**config.mk**
```make
export PLATFORM = sky130hd
export DESIGN_NAME = jtgng_obj_dma
export DESIGN_NICKNAME = d
export VERILOG_FILES = /design/src/rtl/jtgng_obj_dma.sv
export SDC_FILE = /design/constraint.sdc
export NUM_CORES = 1
export LEC_CHECK = 0
export BUFFER_PORTS_ARGS = -buffer_cell sky130_fd_sc_hd__buf_2
export CORE_UTILIZATION = 40
export CTS_CLUSTER_SIZE = 30
export DETAILED_ROUTE_END_ITERATION = 10
export PLACE_DENSITY = 0.74
export SLEW_MARGIN = 20
export SYNTH_ARGS = -nofsm -noshare
export SYNTH_HDL_FRONTEND = slang
export SYNTH_SLANG_ARGS = --single-unit
```
**constraint.sdc**
```tcl
create_clock -name clk -period 2.95 [get_ports clk]
set_clock_uncertainty 0.05 [all_clocks]
set_input_delay 0.59 -clock clk [delete_from_list [all_inputs] [get_ports clk]]
set_output_delay 0.59 -clock clk [all_outputs]
set_load 0.005 [all_outputs]
```
**src/rtl/jtgng_obj_dma.sv**
```systemverilog
// Object RAM DMA: copies LEN entries from CPU object RAM to the sprite line RAM while
// holding the CPU bus. Optional macro JTGNG_OBJ_DMA_CLEAR_EN adds a clr input (fill with 1s).
module jtgng_obj_dma #(
    parameter int unsigned dw  = 8,
    parameter int unsigned aw  = 9,
    parameter int unsigned LEN = 384
) (
    input  logic          rst_n,
    input  logic          clk,
    input  logic          cen,
    input  logic          start,
`ifdef JTGNG_OBJ_DMA_CLEAR_EN
    input  logic          clr,
`endif
    output logic          busrq,
    input  logic          busak,
    output logic [aw-1:0] src_addr,
    input  logic [dw-1:0] src_data,
    output logic [aw-1:0] dst_addr,
    output logic [dw-1:0] dst_data,
    output logic          dst_we,
    output logic          busy,
    output logic          done
);

    typedef enum logic [2:0] {
        StIdle,
        StReq,
        StRd,
        StWr,
        StFin
    } state_e;

    localparam logic [aw-1:0] LastIdx = aw'(LEN - 1);

    state_e        state_q;
    logic [aw-1:0] count_q;
    logic          busrq_q;
    logic          busy_q;
    logic          done_q;
    logic          wr_q;
    logic          kick;

`ifdef JTGNG_OBJ_DMA_CLEAR_EN
    logic fill_q;

    assign kick = start | clr;
`else
    assign kick = start;
`endif

    always_ff @(posedge clk or negedge rst_n) begin
        if (!rst_n) begin
            state_q <= StIdle;
            count_q <= '0;
            busrq_q <= 1'b0;
            busy_q  <= 1'b0;
            done_q  <= 1'b0;
            wr_q    <= 1'b0;
`ifdef JTGNG_OBJ_DMA_CLEAR_EN
            fill_q  <= 1'b0;
`endif
        end else if (cen) begin
            unique case (state_q)
                StIdle: begin
                    if (kick) begin
                        state_q <= StReq;
                        count_q <= '0;
                        busrq_q <= 1'b1;
                        busy_q  <= 1'b1;
`ifdef JTGNG_OBJ_DMA_CLEAR_EN
                        fill_q  <= clr;
`endif
                    end
                end
                StReq: begin
                    if (busak) begin
                        state_q <= StRd;
                    end
                end
                // Losing the grant in RD or WR freezes everything until it returns.
                StRd: begin
                    if (busak) begin
                        state_q <= StWr;
                        wr_q    <= 1'b1;
                    end
                end
                StWr: begin
                    if (busak) begin
                        wr_q <= 1'b0;
                        if (count_q == LastIdx) begin
                            state_q <= StFin;
                            busrq_q <= 1'b0;
                            done_q  <= 1'b1;
                        end else begin
                            state_q <= StRd;
                            count_q <= count_q + 1'b1;
                        end
                    end
                end
                StFin: begin
                    state_q <= StIdle;
                    done_q  <= 1'b0;
                    busy_q  <= 1'b0;
                end
                default: begin
                    state_q <= StIdle;
                    busrq_q <= 1'b0;
                    busy_q  <= 1'b0;
                    done_q  <= 1'b0;
                    wr_q    <= 1'b0;
                end
            endcase
        end
    end

    assign busrq    = busrq_q;
    assign busy     = busy_q;
    assign done     = done_q;
    assign src_addr = count_q;
    assign dst_addr = count_q;
    assign dst_we   = wr_q & busak;

    // Source data arrives one cen cycle after src_addr, i.e. during WR.
`ifdef JTGNG_OBJ_DMA_CLEAR_EN
    assign dst_data = !wr_q ? '0 : (fill_q ? {dw{1'b1}} : src_data);
`else
    assign dst_data = wr_q ? src_data : '0;
`endif

endmodule

```
==> key figures, run 1 <==
Detailed routing
  – Drt pass-1 iters: 4
  – Number of routed nets with antenna violations: 0
  – Total wirelength of the detailed-routed design: 2440 microns
  – Count of vias placed by the detailed router: 1,030
  – DR vias/cell: 5.63
  – Average detailed-routed wire length per instance: between 10 and 15 microns
  – Number of violations reported at the end of detailed-routing iteration 0: 32
  – Residual DRC: 0

Power
  – Worst IR drop on VDD: 0.000375 V
  – Power per Cell Area: 572 nW/um^2
  – Power, Total: 726 uW
  – Leak pwr: 0.650 nW

Timing
  – Number of failing setup endpoints in the final timing report: 0
  – Aggregate negative setup slack: 0 ps
  – Minimum period implied by the final worst setup slack: 1930 ps
  – Peak Freq: 0.519 GHz
  – Worst relative slew slack: 0.635
  – Final count of hold timing violations: 0
  – Unrepaired setup endpoints after global routing: false
  – Final worst setup slack: 1020 ps
  – Pins Over Slew Limit: 0
  – Actual slew at the worst max-slew pin: approximately 540 ps
  – Final worst-path cycle share: 0.654

Synth
  – Seq cells post-synth: 16
  – Main synth FF type: sky130_fd_sc_hd__dfrtp_1
  – Post-Syn Instances: 124
  – Mapped cell area: 1110 sq um
  – Top cells by area in the synthesized netlist: sky130_fd_sc_hd__dfrtp_1, sky130_fd_sc_hd__buf_4, sky130_fd_sc_hd__and2_1, sky130_fd_sc_hd__nand3_1, sky130_fd_sc_hd__o21ai_0
  – Combinational family with the most area after synthesis: simple AND/OR/NAND/NOR gates
  – Synth Area per Inst: a little under 9 sq um
  – Number of unique standard cell types used by synthesis: 42
  – Synth Area in XOR/XNOR: 0
  – Mux contribution to synthesized area: 0.0294
  – Synth cell count leaders: sky130_fd_sc_hd__dfrtp_1, sky130_fd_sc_hd__and2_1, sky130_fd_sc_hd__buf_4, sky130_fd_sc_hd__nand3_1, sky130_fd_sc_hd__o21ai_0
  – Adder-Cell Fraction of Synth Area: 0.0113
  – Share of the synthesized area in compound gates (AO/OA/AOI/OAI): 0.199
  – Cell taking the most area after synthesis: sky130_fd_sc_hd__dfrtp_1
  – Fraction of synthesis flops using an asynchronous set or reset pin: 1.00
  – Syn Nets: 138
  – Number of flops mapped to enable cells by yosys: 0
  – Post-synthesis sequential area ratio: 0.362
  – Fraction of post-synthesis cell area in the top cell type by area: 0.362
  – Top-count cell post-synth: sky130_fd_sc_hd__dfrtp_1
  – Ys Warns: 0
  – Post-synthesis share of cell area spent on and, or, nand and nor gates: 0.284

Die
  – Die boundary width: roughly 55 microns
  – Initial cell density of the core: 0.435
  – Placeable Area: around 2500 sq um
  – Area enclosed by the die boundary: 2980 sq um
  – Die height: 54.6 microns
  – Row cnt: 18
  – Number of top-level pins: 43

Setup path
  – Endpoint type of the worst setup path: register
  – Setup crit start kind: register
  – Largest fanout on the critical path: 13
  – Reg2Reg Depth: 4
  – Destination of the worst register-to-register timing path: dst_addr[1]$_DFFE_PN0P_
  – Endpoint arrival time on the critical path: 2100 ps
  – FF-to-FF Start: state_q[0]$_DFFE_PN0P_
  – Setup slack of the worst register-to-register path: 1020 ps
  – Critical path class: reg2reg
  – Critical path data required time: 3120 ps

Layout
  – Proportion of layout cells with a drive suffix above 1: 0.346
  – NumNets Final: 169
  – Multi-input gate area: slightly below 600 sq um
  – Antenna fix cells: 0
  – Sequential cell area: 400 sq um
  – Fillers: between 200 and 250
  – Non-filler instance count after layout: 183
  – Area Growth Syn to Fin: 14.7%

Clocking
  – Hold_buf cts: 0
  – H-tree depth: 1
  – CTS Buffer Depth: 2
  – Clock tree from TritonCTS: built
  – Post-CTS Setup Inserts: 0
  – Later-pin clock latency in the skew report: 270 ps
  – TritonCTS buffer count: 3
  – Clock tree sinks: 16
  – CTS resizes: 0
  – CTS clock-pin slew for the worst setup and hold paths: 90 ps
  – Clk root buf: sky130_fd_sc_hd__clkbuf_4

GRT
  – Largest net degree at the start of global routing: 17
  – Tot GR Track Use: 0.180
  – Remaining global-route overflow: 0
  – Vias in the first global route: 867
  – Initial antenna violation count: 0
  – Wire length of the first global-routing pass: 3820 microns

Placed design
  – Detailed placer's ending HPWL: 1810 microns
  – Worst slack, placed: about 1000 ps
  – Cell total after placement: 180
  – Port bufs: 42
  – Routability congestion estimate from global placement: 0.846

Run
  – Max-Cap Viols: 0

Run status
  – Result of the run: finished clean

Worst hold path
  – Worst min-delay path class: in2async
-- logic make-up after synthesis --
logic type,Yosys count
compound gates,33
buf+inv,21
mux,3
flops,16
fa+ha+maj,1
simple gates,50
-- cell type report --
cell class,count,share of cell area
clock buffers,3,0.0178
well taps,30,0.0296
multi-input cells,87,0.457
inverters,5,0.0148
flip-flops and latches,16,0.316
repair buffers,42,0.166
-- metrics by stage --
step,util,hold WS [ps],cell area (sq um)
6_report,0.499,159,1270
2_1_floorplan,-,244,1110
3_3_place_gp,0.490,445,1250
4_1_cts,0.499,166,1270
3_5_place_dp,0.490,450,1250
5_1_grt,0.499,167,1270
-- registers in the layout, summed over array words and instances (netlist names) --
name and count:
busrq 1, state_q 3, dst_addr 9, busy 1
wr_q 1, done 1
-- routing by layer --
| metal | vias to the layer above | global-route usage | wire [microns] |
|---|---|---|---|
| li1 | 501 | - | - |
| met2 | 53 | 0.313 | 1180 |
| met5 | - | 0 | 0 |
| met1 | 474 | 0.222 | 1070 |
| met3 | 2 | 0.0361 | 172 |
| met4 | 0 | 0.0513 | 10 |
-- critical path, cell delays in order, from the launching register on --
cell	delay [ps]
sky130_fd_sc_hd__dfrtp_1	610
sky130_fd_sc_hd__nand3b_1	250
sky130_fd_sc_hd__nor4_2	560
sky130_fd_sc_hd__or2_1	230
sky130_fd_sc_hd__a22o_1	160
-- cell usage in the layout (no fill, tap or decap), drive strengths merged --
cell type / netlist / final
o21bai: 1 / 1
o21ai: 10 / 10
nand3b: 2 / 2
a21oi: 6 / 6
or2: 1 / 1
a311oi: 1 / 1
o211a: 1 / 1
ha: 1 / 1
nand2: 5 / 5
nand3: 11 / 11
nor2: 3 / 3
nor2b: 2 / 2
a211oi: 1 / 1
a22oi: 1 / 1
o21a: 1 / 1
dfrtp: 16 / 16
o41ai: 3 / 3
o31a: 1 / 1
inv: 5 / 5
nand2b: 1 / 1
nor3: 2 / 2
nand4: 3 / 3
and3: 5 / 5
nor4: 1 / 1
o2111ai: 1 / 1
buf: 13 / 42
mux2i: 1 / 1
clkbuf: 3 / 3
and2: 11 / 11
or3: 1 / 1
a31oi: 3 / 3
a22o: 1 / 1
mux2: 2 / 2
nor3b: 1 / 1
a211o: 1 / 1
o211ai: 1 / 1
and2b: 1 / 1
-- how the worst max path moves through the flow --
stage | depth (start not counted) | from | end | slack [ps]
6_report | 4 | state_q[0]$_DFFE_PN0P_ | dst_addr[1]$_DFFE_PN0P_ | 1020
3_3_place_gp | 5 | dst_addr[0]$_DFFE_PN0P_ | busrq$_DFFE_PN0P_ | 1100
2_1_floorplan | 5 | dst_addr[0]$_DFFE_PN0P_ | dst_addr[0]$_DFFE_PN0P_ | 1220
3_5_place_dp | 5 | cen | dst_addr[6]$_DFFE_PN0P_ | 1030
5_1_grt | 5 | dst_addr[0]$_DFFE_PN0P_ | dst_addr[2]$_DFFE_PN0P_ | 850
4_1_cts | 5 | dst_addr[0]$_DFFE_PN0P_ | busrq$_DFFE_PN0P_ | 1030
-- where the power goes --
part,internal (mW),switching (mW),total [mW]
combinational,0.141,0.129,0.271
clock,0.0472,0.0626,0.110
sequential,0.262,0.0840,0.346
Power figures use the tool's default switching activity.
==> inputs of run 2 (changes only) <==
--- a/config.mk
+++ b/config.mk
@@ -5,11 +5,12 @@
 export SDC_FILE = /design/constraint.sdc
 export NUM_CORES = 1
 export LEC_CHECK = 0
+export ABC_AREA = 1
 export BUFFER_PORTS_ARGS = -buffer_cell sky130_fd_sc_hd__buf_2
 export CORE_UTILIZATION = 40
 export CTS_CLUSTER_SIZE = 30
 export DETAILED_ROUTE_END_ITERATION = 10
-export PLACE_DENSITY = 0.74
+export PLACE_DENSITY = 0.73
 export SLEW_MARGIN = 20
 export SYNTH_ARGS = -nofsm -noshare
 export SYNTH_HDL_FRONTEND = slang
==> constraint.sdc (replaced) <==
create_clock -name clk -period 1.97 [get_ports clk]
set_clock_uncertainty 0.05 [all_clocks]
set_input_delay 0.394 -clock clk [delete_from_list [all_inputs] [get_ports clk]]
set_output_delay 0.394 -clock clk [all_outputs]
set_load 0.005 [all_outputs]
==> run 2 against run 1 <==
Worst hold slack better by 170 ps. Critical endpoint is now dst_addr[7]$_DFFE_PN0P_. Maximum frequency up 28%. Routed wire length down 4.9%. Critical path type unchanged. Power up 70%. Sequential power up 38%.
==> key figures, run 2 <==
GRT
  – Initial antenna violation count: 0 (unchanged)
  – Largest net degree at the start of global routing: 17 (unchanged)
  – Remaining global-route overflow: 0 (unchanged)
  – Vias in the first global route: 890 (+2.7%)
  – Tot GR Track Use: 0.161 (-0.0188)
  – Wire length of the first global-routing pass: 4020 microns (+5.4%)

Synth
  – Synth cell count leaders: sky130_fd_sc_hd__nand2_1, sky130_fd_sc_hd__inv_1, sky130_fd_sc_hd__dfrtp_1, sky130_fd_sc_hd__nand3_1, sky130_fd_sc_hd__nor2_1
  – Seq cells post-synth: 16 (unchanged)
  – Post-Syn Instances: 165 (+33%)
  – Fraction of synthesis flops using an asynchronous set or reset pin: 1.00 (unchanged)
  – Number of flops mapped to enable cells by yosys: 0 (unchanged)
  – Syn Nets: 179 (+30%)
  – Top-count cell post-synth: sky130_fd_sc_hd__nand2_1
  – Synth Area per Inst: 6.95 sq um (-22%)
  – Top cells by area in the synthesized netlist: sky130_fd_sc_hd__dfrtp_1, sky130_fd_sc_hd__nand2_1, sky130_fd_sc_hd__inv_1, sky130_fd_sc_hd__buf_4, sky130_fd_sc_hd__nand3_1
  – Mapped cell area: 1150 sq um (+3.6%)
  – Cell taking the most area after synthesis: sky130_fd_sc_hd__dfrtp_1
  – Fraction of post-synthesis cell area in the top cell type by area: 0.349 (-0.0126)
  – Ys Warns: 0 (unchanged)
  – Main synth FF type: sky130_fd_sc_hd__dfrtp_1
  – Post-synthesis sequential area ratio: 0.349 (-0.0126)
  – Number of unique standard cell types used by synthesis: 23 (-45%)

Timing
  – Final worst-path cycle share: 0.766 (+0.112)
  – Final count of hold timing violations: 0 (unchanged)
  – Peak Freq: 0.663 GHz (+28%)
  – Final worst setup slack: 462 ps (-560 ps)
  – Worst relative slew slack: 0.760 (+0.125)
  – Number of failing setup endpoints in the final timing report: 0 (unchanged)
  – Aggregate negative setup slack: 0 ps (unchanged)
  – Minimum period implied by the final worst setup slack: 1510 ps (-420 ps)
  – Pins Over Slew Limit: 0 (unchanged)
  – Unrepaired setup endpoints after global routing: false
  – Actual slew at the worst max-slew pin: 360 ps (-182 ps)

Detailed routing
  – Average detailed-routed wire length per instance: 9.99 microns (-25%)
  – Number of routed nets with antenna violations: 0 (unchanged)
  – Number of violations reported at the end of detailed-routing iteration 0: 28 (-13%)
  – DR vias/cell: 4.67 (-17%)
  – Drt pass-1 iters: 4 (unchanged)
  – Residual DRC: 0 (unchanged)
  – Count of vias placed by the detailed router: 1,083 (+5.1%)
  – Total wirelength of the detailed-routed design: 2320 microns (-4.9%)

Die
  – Die height: 55.5 microns (+1.7%)
  – Number of top-level pins: 43 (unchanged)
  – Die boundary width: 55.5 microns (+1.7%)
  – Placeable Area: 2730 sq um (+7.4%)
  – Initial cell density of the core: 0.419 (-0.0154)
  – Row cnt: 19 (+1)
  – Area enclosed by the die boundary: 3080 sq um (+3.5%)

Layout
  – Max FFs per register: 9 (unchanged)
  – Proportion of layout cells with a drive suffix above 1: 0.284 (-0.0628)
  – Area Growth Syn to Fin: 18.9%
  – Leading cell types in the layout, fill and taps excluded: sky130_fd_sc_hd__nand2_1, sky130_fd_sc_hd__buf_2, sky130_fd_sc_hd__inv_1, sky130_fd_sc_hd__dfrtp_1, sky130_fd_sc_hd__nand3_1
  – Commonest non-fill, non-tap cell in the layout: sky130_fd_sc_hd__nand2_1
  – NumNets Final: 216 (+28%)
  – Antenna fix cells: 0 (unchanged)

Setup path
  – Critical path class: reg2reg
  – Setup crit start kind: register
  – Reg2Reg Depth: 8 (+4)
  – Endpoint type of the worst setup path: register
  – Endpoint arrival time on the critical path: 1650 ps (-450 ps)
  – Largest fanout on the critical path: 8 (-5)
  – Critical path data required time: 2110 ps (-1010 ps)

Clocking
  – CTS resizes: 0 (unchanged)
  – CTS Buffer Depth: 2 (unchanged)
  – H-tree depth: 1 (unchanged)
  – CTS clock-pin slew for the worst setup and hold paths: 100 ps (about the same)
  – Later-pin clock latency in the skew report: 290 ps (+20 ps)
  – TritonCTS buffer count: 3 (unchanged)
  – Clk root buf: sky130_fd_sc_hd__clkbuf_4
  – Post-CTS Setup Inserts: 0 (unchanged)
  – Clock tree sinks: 16 (unchanged)
  – Clock tree from TritonCTS: built

Placed design
  – Port bufs: 42 (unchanged)
  – Detailed placer's ending HPWL: 1770 microns (-2.2%)
  – Worst slack, placed: 473 ps (-558 ps)
  – Routability congestion estimate from global placement: 0.897 (+6.1%)

Run
  – Max-Cap Viols: 0 (unchanged)

Power
  – Switching share of total power: 0.426 (+0.0463)
  – Clk network pwr share: 0.176 (+0.025)
  – Leak pwr: 0.903 nW (+39%)
  – Sequential share of power: 0.385 (-0.091)
  – Net switching power: 528 uW (+91%)
  – Power Internal: 710 uW (+58%)
  – Power per Cell Area: 909 nW/um^2 (+59%)
  – Relative contribution of combinational cells to total power: 0.439 (+0.066)
  – Worst IR drop on VDD: 0.000706 V (+88%)

Worst hold path
  – Worst min-delay path class: in2reg
  – Number of instances on the worst hold path: 3

Run status
  – Result of the run: finished clean
## run 2: worst max-delay path, stage by stage, from the launching register on
cell	delay, ps
sky130_fd_sc_hd__dfrtp_1	430
sky130_fd_sc_hd__ha_1	200
sky130_fd_sc_hd__nand2_1	80
sky130_fd_sc_hd__nor2_2	220
sky130_fd_sc_hd__nand2_1	70
sky130_fd_sc_hd__nand2_1	110
sky130_fd_sc_hd__inv_2	90
sky130_fd_sc_hd__nand3_1	90
sky130_fd_sc_hd__nand2_1	60
## run 2: worst paths after layout
kind	startpoint	endpoint	slack, ps
setup / recovery	dst_addr[0]$_DFFE_PN0P_	dst_addr[7]$_DFFE_PN0P_	460
max in group asynchronous	rst_n	dst_addr[1]$_DFFE_PN0P_	1120
setup reg to reg	dst_addr[0]$_DFFE_PN0P_	dst_addr[7]$_DFFE_PN0P_	460
hold reg to reg	done$_DFFE_PN0P_	done$_DFFE_PN0P_	430
hold / removal	busak	wr_q$_DFFE_PN0P_	330
min in group asynchronous	rst_n	dst_addr[2]$_DFFE_PN0P_	490
## run 2: power groups by stage
stage | Combinational, mW | Clock [mW] | Sequential, mW
after floorplan | 0.410 | 0 | 0.466
after global routing | 0.625 | 0.248 | 0.489
after global placement | 0.540 | 0 | 0.481
after CTS | 0.546 | 0.230 | 0.477
final | 0.544 | 0.217 | 0.477
after detailed placement | 0.542 | 0 | 0.482
## run 2: logic make-up (layout without fill, tap and decap cells)
group,Yosys count,in the layout,synth area share
compound gates,10,10,0.0480
fa+ha+maj,1,1,0.0109
xor+xnor,5,5,0.0382
simple gates,99,99,0.409
buf+inv,34,70,0.144
flops,16,16,0.349
## run 2: layer usage
| layer | up-vias | routed length, microns | track usage |
|---|---|---|---|
| li1 | 574 | - | - |
| met1 | 481 | 1110 | 0.212 |
| met2 | 28 | 1120 | 0.274 |
| met3 | 0 | 90 | 0.0422 |
| met4 | 0 | 0 | 0.0214 |
| met5 | - | 0 | 0 |
## run 2: metrics by stage
stage                     total power [mW]  hold slack, ps  std cells  utilization  cell area, sq um
final                                 1.24             329        232        0.498              1360
after CTS                             1.25             316        232        0.498              1360
after global routing                  1.36             334        232        0.498              1360
after global placement                1.02             279        227        0.481              1320
after detailed placement              1.02             283        227        0.481              1320
after floorplan                      0.876            48.4        165            -              1150
## run 2: what timing repair did
action | CTS | global route
endpoints found under the setup margin | 0 | 0
hold endpoints to repair | 16 | 0
hold buffers | 1 | 0
## run 2: layout make-up
type / instances / area (sq um)
timing repair buffer: 43 / 220
tap: 31 / 38.8
sequential: 16 / 400
fill: 291 / 1370
multi-input combinational: 115 / 581
clock buffer: 4 / 36.3
inverter: 23 / 86.3
